File: src/rtl/lut_neuron_loader_if.sv
// lut_neuron_loader_if: config stream and lookup bus of the loadable LUT neuron
interface lut_neuron_loader_if #(
    parameter int IN_BITS  = 6,
    parameter int OUT_BITS = 2
);
    logic                cfg_start;
    logic                cfg_valid;
    logic [OUT_BITS-1:0] cfg_data;
    logic                cfg_ready;
    logic                cfg_done;
    logic                in_valid;
    logic [IN_BITS-1:0]  in_data;
    logic                out_valid;
    logic [OUT_BITS-1:0] out_data;
    logic                lookup_err;

    modport master (
        output cfg_start, cfg_valid, cfg_data, in_valid, in_data,
        input  cfg_ready, cfg_done, out_valid, out_data, lookup_err
    );

    modport slave (
        input  cfg_start, cfg_valid, cfg_data, in_valid, in_data,
        output cfg_ready, cfg_done, out_valid, out_data, lookup_err
    );
endinterface

File: src/rtl/lut_neuron_loader.sv
// lut_neuron_loader: runtime-loadable truth-table neuron with registered lookups
module lut_neuron_loader #(
    parameter int IN_BITS  = 6,
    parameter int OUT_BITS = 2
) (
    input logic clk,
    input logic rst_n,
    lut_neuron_loader_if.slave bus
);
    localparam int DEPTH = 2 ** IN_BITS;
    localparam logic [IN_BITS:0] LAST = (IN_BITS + 1)'(DEPTH - 1);

    typedef enum logic [1:0] {EMPTY, LOAD, READY} state_t;

    state_t              state, state_nxt;
    logic [IN_BITS:0]    idx, idx_nxt;
    logic [OUT_BITS-1:0] mem [DEPTH];
    logic                wr, fin, rd;

    assign bus.cfg_ready = (state == LOAD) && !bus.cfg_start;
    assign wr  = bus.cfg_valid && bus.cfg_ready;
    assign fin = wr && (idx == LAST);
    assign rd  = bus.in_valid && (state == READY);

    // next state and load index: cfg_start always wins and restarts at entry 0
    always_comb begin
        state_nxt = state;
        idx_nxt   = idx;
        if (bus.cfg_start) begin
            state_nxt = LOAD;
            idx_nxt   = '0;
        end else if (wr) begin
            idx_nxt = idx + 1'b1;
            if (fin) state_nxt = READY;
        end
    end

    // state, handshake pulses, registered lookup result and sticky error
    always_ff @(posedge clk or negedge rst_n) begin
        if (!rst_n) begin
            state          <= EMPTY;
            idx            <= '0;
            bus.cfg_done   <= 1'b0;
            bus.out_valid  <= 1'b0;
            bus.out_data   <= '0;
            bus.lookup_err <= 1'b0;
        end else begin
            state         <= state_nxt;
            idx           <= idx_nxt;
            bus.cfg_done  <= fin;
            bus.out_valid <= rd;
            if (rd) bus.out_data <= mem[bus.in_data];
            if (bus.cfg_start) bus.lookup_err <= 1'b0;
            else if (bus.in_valid && state != READY) bus.lookup_err <= 1'b1;
        end
    end

    // table storage is left unreset so it maps onto distributed RAM
    always_ff @(posedge clk) begin
        if (wr) mem[idx[IN_BITS-1:0]] <= bus.cfg_data;
    end
endmodule

File: src/flat_wrapper.sv
// flat-port wrapper written by rule: the top's interface ports become plain ports
module lut_neuron_loader_flat 
#(
    parameter int IN_BITS  = 6,
    parameter int OUT_BITS = 2
)
  (clk, rst_n, bus_cfg_start, bus_cfg_valid, bus_cfg_data, bus_in_valid, bus_in_data, bus_cfg_ready, bus_cfg_done, bus_out_valid, bus_out_data, bus_lookup_err);
  lut_neuron_loader_if #(.IN_BITS(IN_BITS), .OUT_BITS(OUT_BITS)) bus_i ();
  input logic clk;
  input logic rst_n;
  input wire logic [$bits(bus_i.cfg_start)-1:0] bus_cfg_start;
  input wire logic [$bits(bus_i.cfg_valid)-1:0] bus_cfg_valid;
  input wire logic [$bits(bus_i.cfg_data)-1:0] bus_cfg_data;
  input wire logic [$bits(bus_i.in_valid)-1:0] bus_in_valid;
  input wire logic [$bits(bus_i.in_data)-1:0] bus_in_data;
  output wire logic [$bits(bus_i.cfg_ready)-1:0] bus_cfg_ready;
  output wire logic [$bits(bus_i.cfg_done)-1:0] bus_cfg_done;
  output wire logic [$bits(bus_i.out_valid)-1:0] bus_out_valid;
  output wire logic [$bits(bus_i.out_data)-1:0] bus_out_data;
  output wire logic [$bits(bus_i.lookup_err)-1:0] bus_lookup_err;
  assign bus_i.cfg_start = bus_cfg_start;
  assign bus_i.cfg_valid = bus_cfg_valid;
  assign bus_i.cfg_data = bus_cfg_data;
  assign bus_i.in_valid = bus_in_valid;
  assign bus_i.in_data = bus_in_data;
  assign bus_cfg_ready = bus_i.cfg_ready;
  assign bus_cfg_done = bus_i.cfg_done;
  assign bus_out_valid = bus_i.out_valid;
  assign bus_out_data = bus_i.out_data;
  assign bus_lookup_err = bus_i.lookup_err;
  lut_neuron_loader #(.IN_BITS(IN_BITS), .OUT_BITS(OUT_BITS)) u_core (.clk(clk), .rst_n(rst_n), .bus(bus_i));
endmodule
File: config.mk
export PLATFORM = sky130hd
export DESIGN_NAME = lut_neuron_loader_flat
export DESIGN_NICKNAME = d
export VERILOG_FILES = /design/src/rtl/lut_neuron_loader_if.sv /design/src/rtl/lut_neuron_loader.sv /design/src/flat_wrapper.sv
export SDC_FILE = /design/constraint.sdc
export NUM_CORES = 1
export LEC_CHECK = 0
export CORE_MARGIN = 2
export CORE_UTILIZATION = 60
export DETAILED_ROUTE_END_ITERATION = 8
export GPL_TIMING_DRIVEN = 0
export PLACE_DENSITY_LB_ADDON = 0.12
export SLEW_MARGIN = 10
export SYNTH_ARGS = -nofsm -noshare
export SYNTH_HDL_FRONTEND = slang
export SYNTH_SLANG_ARGS = --single-unit
File: constraint.sdc
create_clock -name clk -period 4.87 [get_ports clk]
set_clock_uncertainty 0.05 [all_clocks]
set_input_delay 0.7305 -clock clk [delete_from_list [all_inputs] [get_ports clk]]
set_output_delay 0.7305 -clock clk [all_outputs]
set_load 0.02 [all_outputs]
==> flow_summary.yaml <==
run_status:
  status: "finished, final reports clean"
synthesis:
  synth_top_family_by_area: "multiplexers"
  synth_adder_area_share: 0.00210
  netlist_instances: 378
  mappedNetlistArea_um2: 5960
  syn_avg_cell_area_um2: 15.8
  synth.top_cell.area_share: 0.645
  yosys.cell_types.count: 47
  synth_enable_flop_cells: 128
  synth_top_area_cells: "edfxtp_1 64%, mux4_2 7.6%, dfrtp_1 5.9%, nor2_1 4.8%, mux2i_1 3.9%"
  ys_seq_area_frac: 0.703
  post_synth_xor_area_fraction: 0.00734
  postSynthNetCount: 392
  synth_compound_gate_area_share: 0.0315
  synth_simple_gate_area_frac: 0.0974
  yosys_most_used_dff: "edfxtp_1"
  synth-async-reset-ratio: 0.0986
  post_synth_mux_area_share: 0.134
  cell_accounting_for_the_most_synthesized_area: "edfxtp_1"
  yosysWarnings: 0
  synth-seq-cells: 142
global_route:
  wire_length_of_the_first_global_routing_pass_mm: 19.5
  grt_pass1_vias: 3475
  antenna_found_initial: 0
  grt_util_all_layers: 0.251
  largest_net_degree_at_the_start_of_global_routing: 42
  sum_of_overflow_across_all_layers_after_global_routing: 0
final_layout:
  area_delta_synth_final_pct: 15.8
  final_cells: 558
  nNetsFinal: 426
  most-common-layout-cells: "128 x edfxtp_1, 77 x nor2_1, 23 x mux2i_1, 20 x mux4_2, 20 x clkbuf_16"
  post_route_cells_drive_above_1_share: 0.176
  layout_commonest_cell: "edfxtp_1"
  antenna_cells_inserted: 0
setup_path:
  crit_path_max_fanout: 3
  critical-path-slowest-cell: "clkdlybuf4s50_1"
  cp-start-kind: "input pin"
  timing.critical_path.cells: "clkdlybuf4s50_1, nor3b_1, clkdlybuf4s50_1"
  critical_path_class: "in2out"
  crit_path_end_kind: "output port"
  critical_path.most_common_cell: "clkdlybuf4s50_1"
  cp_data_required_time_ps: 4090
  critPathArrivalTime_ps: 2100
  largest_stage_delay_on_the_critical_path_ps: 650
drt:
  post-route-drc-count: 0
  viasPerCell: 6.15
  detail_route.first_pass.iterations: 5
  wl_mm: 12.6
  detail-route-antenna-nets: 0
  first_iter_violations: 239
  routed_length_per_instance_um: 22.5
  via_count: 3429
clock_tree:
  post-cts-setup-buffers: 0
  cts_sink_count: 142
  cts-root-buf: "clkbuf_8"
  cts_inserted_buffers: 17
  clkSlewWorstSetupHoldPaths_ps: 60
  cts.htree.levels: 4
  tritoncts: "built"
  post_cts_hold_buffer_count: 0
  clock_latency_ps: 530
  postCtsResizedCells: 0
  max-clock-path-buffers: 2
die:
  floorplan.initialDensity: 0.613
  fp.coreArea_um2: 9730
  floorplan.rows: 36
  die_w_um: 104
  dieHeight_um: 104
  num_io_pins: 19
  fp.dieArea_um2: 10800
sta:
  headroom_to_the_max_slew_limit: 0.497
  setup_tns_ps: 0
  report.final.slew_viol_count: 0
  fin_hold_ws_ps: 453
  post-route-period-util: 0.592
  timing.fmax_mhz: 347
  timing.final.setup_violations: 0
  grt_setup_unrepaired: "no"
  final-hold-violation-count: 0
  final_period_minus_worst_setup_slack_ps: 2880
  actual_slew_at_the_worst_max_slew_pin_ps: 752
placement:
  post-dp-hpwl_mm: 8.08
  gp_congestion: 0.783
  place_inst: 526
  io_buffers: 13
power:
  peak_supply_drop_uv: 263
  power_leakage_nw: 2.34
  cellPowerDensity_nw_per_um2: 403
job:
  cap_viol_max_count: 0
hold_path:
  holdCritPathClass: "reg2reg"
[metrics by stage]
step                utilization  area, um2  worst slack (ps)  total power, W
finish                    0.710       6910              1990         0.00278
floorplan                     -       5960              2470         0.00145
CTS                       0.710       6910              1980         0.00278
detailed placement        0.646       6290              1940         0.00151
global route              0.710       6910              1850         0.00286
global placement          0.643       6260              1630         0.00151
[flip-flops by register name (all words and copies together), names as in the netlist]
| register | count |
|---|---|
| u_core.idx | 7 |
| u_core.bus.cfg_done | 1 |
| u_core.bus.lookup_err | 1 |
| u_core.state | 2 |
| u_core.mem | 128 |
| u_core.bus.out_valid | 1 |
| u_core.bus.out_data | 2 |
[kinds of logic (layout without fill, tap and decap cells)]
logic type / Yosys count / after routing
flip-flops: 142 / 142
AND/OR/NAND/NOR: 127 / 127
multiplexers: 48 / 48
buffers and inverters: 28 / 75
AO/OA/AOI/OAI: 27 / 27
XOR/XNOR: 5 / 5
adder cells (fa/ha/maj): 1 / 1
[critical path, delay by kind of cell]
| family | cells | cell delay [ps] |
|---|---|---|
| and+or+nand+nor | 1 | 270 |
| buffers and inverters | 2 | 1100 |
[where the power goes]
part           internal, W  switching, W
combinational    0.0000585     0.0000934
clock             0.000823      0.000470
sequential         0.00133    0.00000293
total              0.00222      0.000566
[synthesized netlist by cell type (all sizes together) (2+ instances only)]
cell    number
mux4        24
nand2       14
nand3       11
edfxtp     128
dfrtp       14
nand4        2
or3          3
a31oi        3
nor3b        3
a21oi        3
or3b         3
mux2i       23
a221oi       2
nor2        77
nand3b       3
xor2         4
a211oi       2
buf         13
nor2b        4
a22oi        4
inv          6
clkbuf       9
o21ai        6
and3         2
[final timing paths]
check | end | depth (start not counted) | slack (ps) | startpoint
hold / removal | u_core.bus.lookup_err | 2 | 450 | u_core.bus.lookup_err
setup / recovery | bus_cfg_ready | 3 | 1990 | bus_cfg_start
setup reg to reg | u_core.state[0] | 6 | 2690 | u_core.state[1]
hold reg to reg | u_core.bus.lookup_err | 2 | 450 | u_core.bus.lookup_err
min in group asynchronous | u_core.bus.out_data[0] | 1 | 600 | rst_n
max in group asynchronous | u_core.idx[2] | 1 | 3700 | rst_n
[cell type report]
class | instances | area, um2
flip-flops and latches | 142 | 4190
fillers | 668 | 2820
multi-input cells | 208 | 1620
clock buffers | 24 | 546
well taps | 133 | 166
repair buffers | 15 | 160
plain buffers | 22 | 125
clock inverters | 8 | 70.1
inverters | 6 | 22.5
[metal layers]
layer,vias to the layer above,part of all wire,wire length (um),track usage
met3,32,0.067,841,0.0592
met1,1736,0.41,5160,0.336
met4,0,0.032,397,0.125
met5,-,0,0,0
met2,148,0.49,6160,0.394
li1,1513,-,-,-
Power figures use the tool's default switching activity.
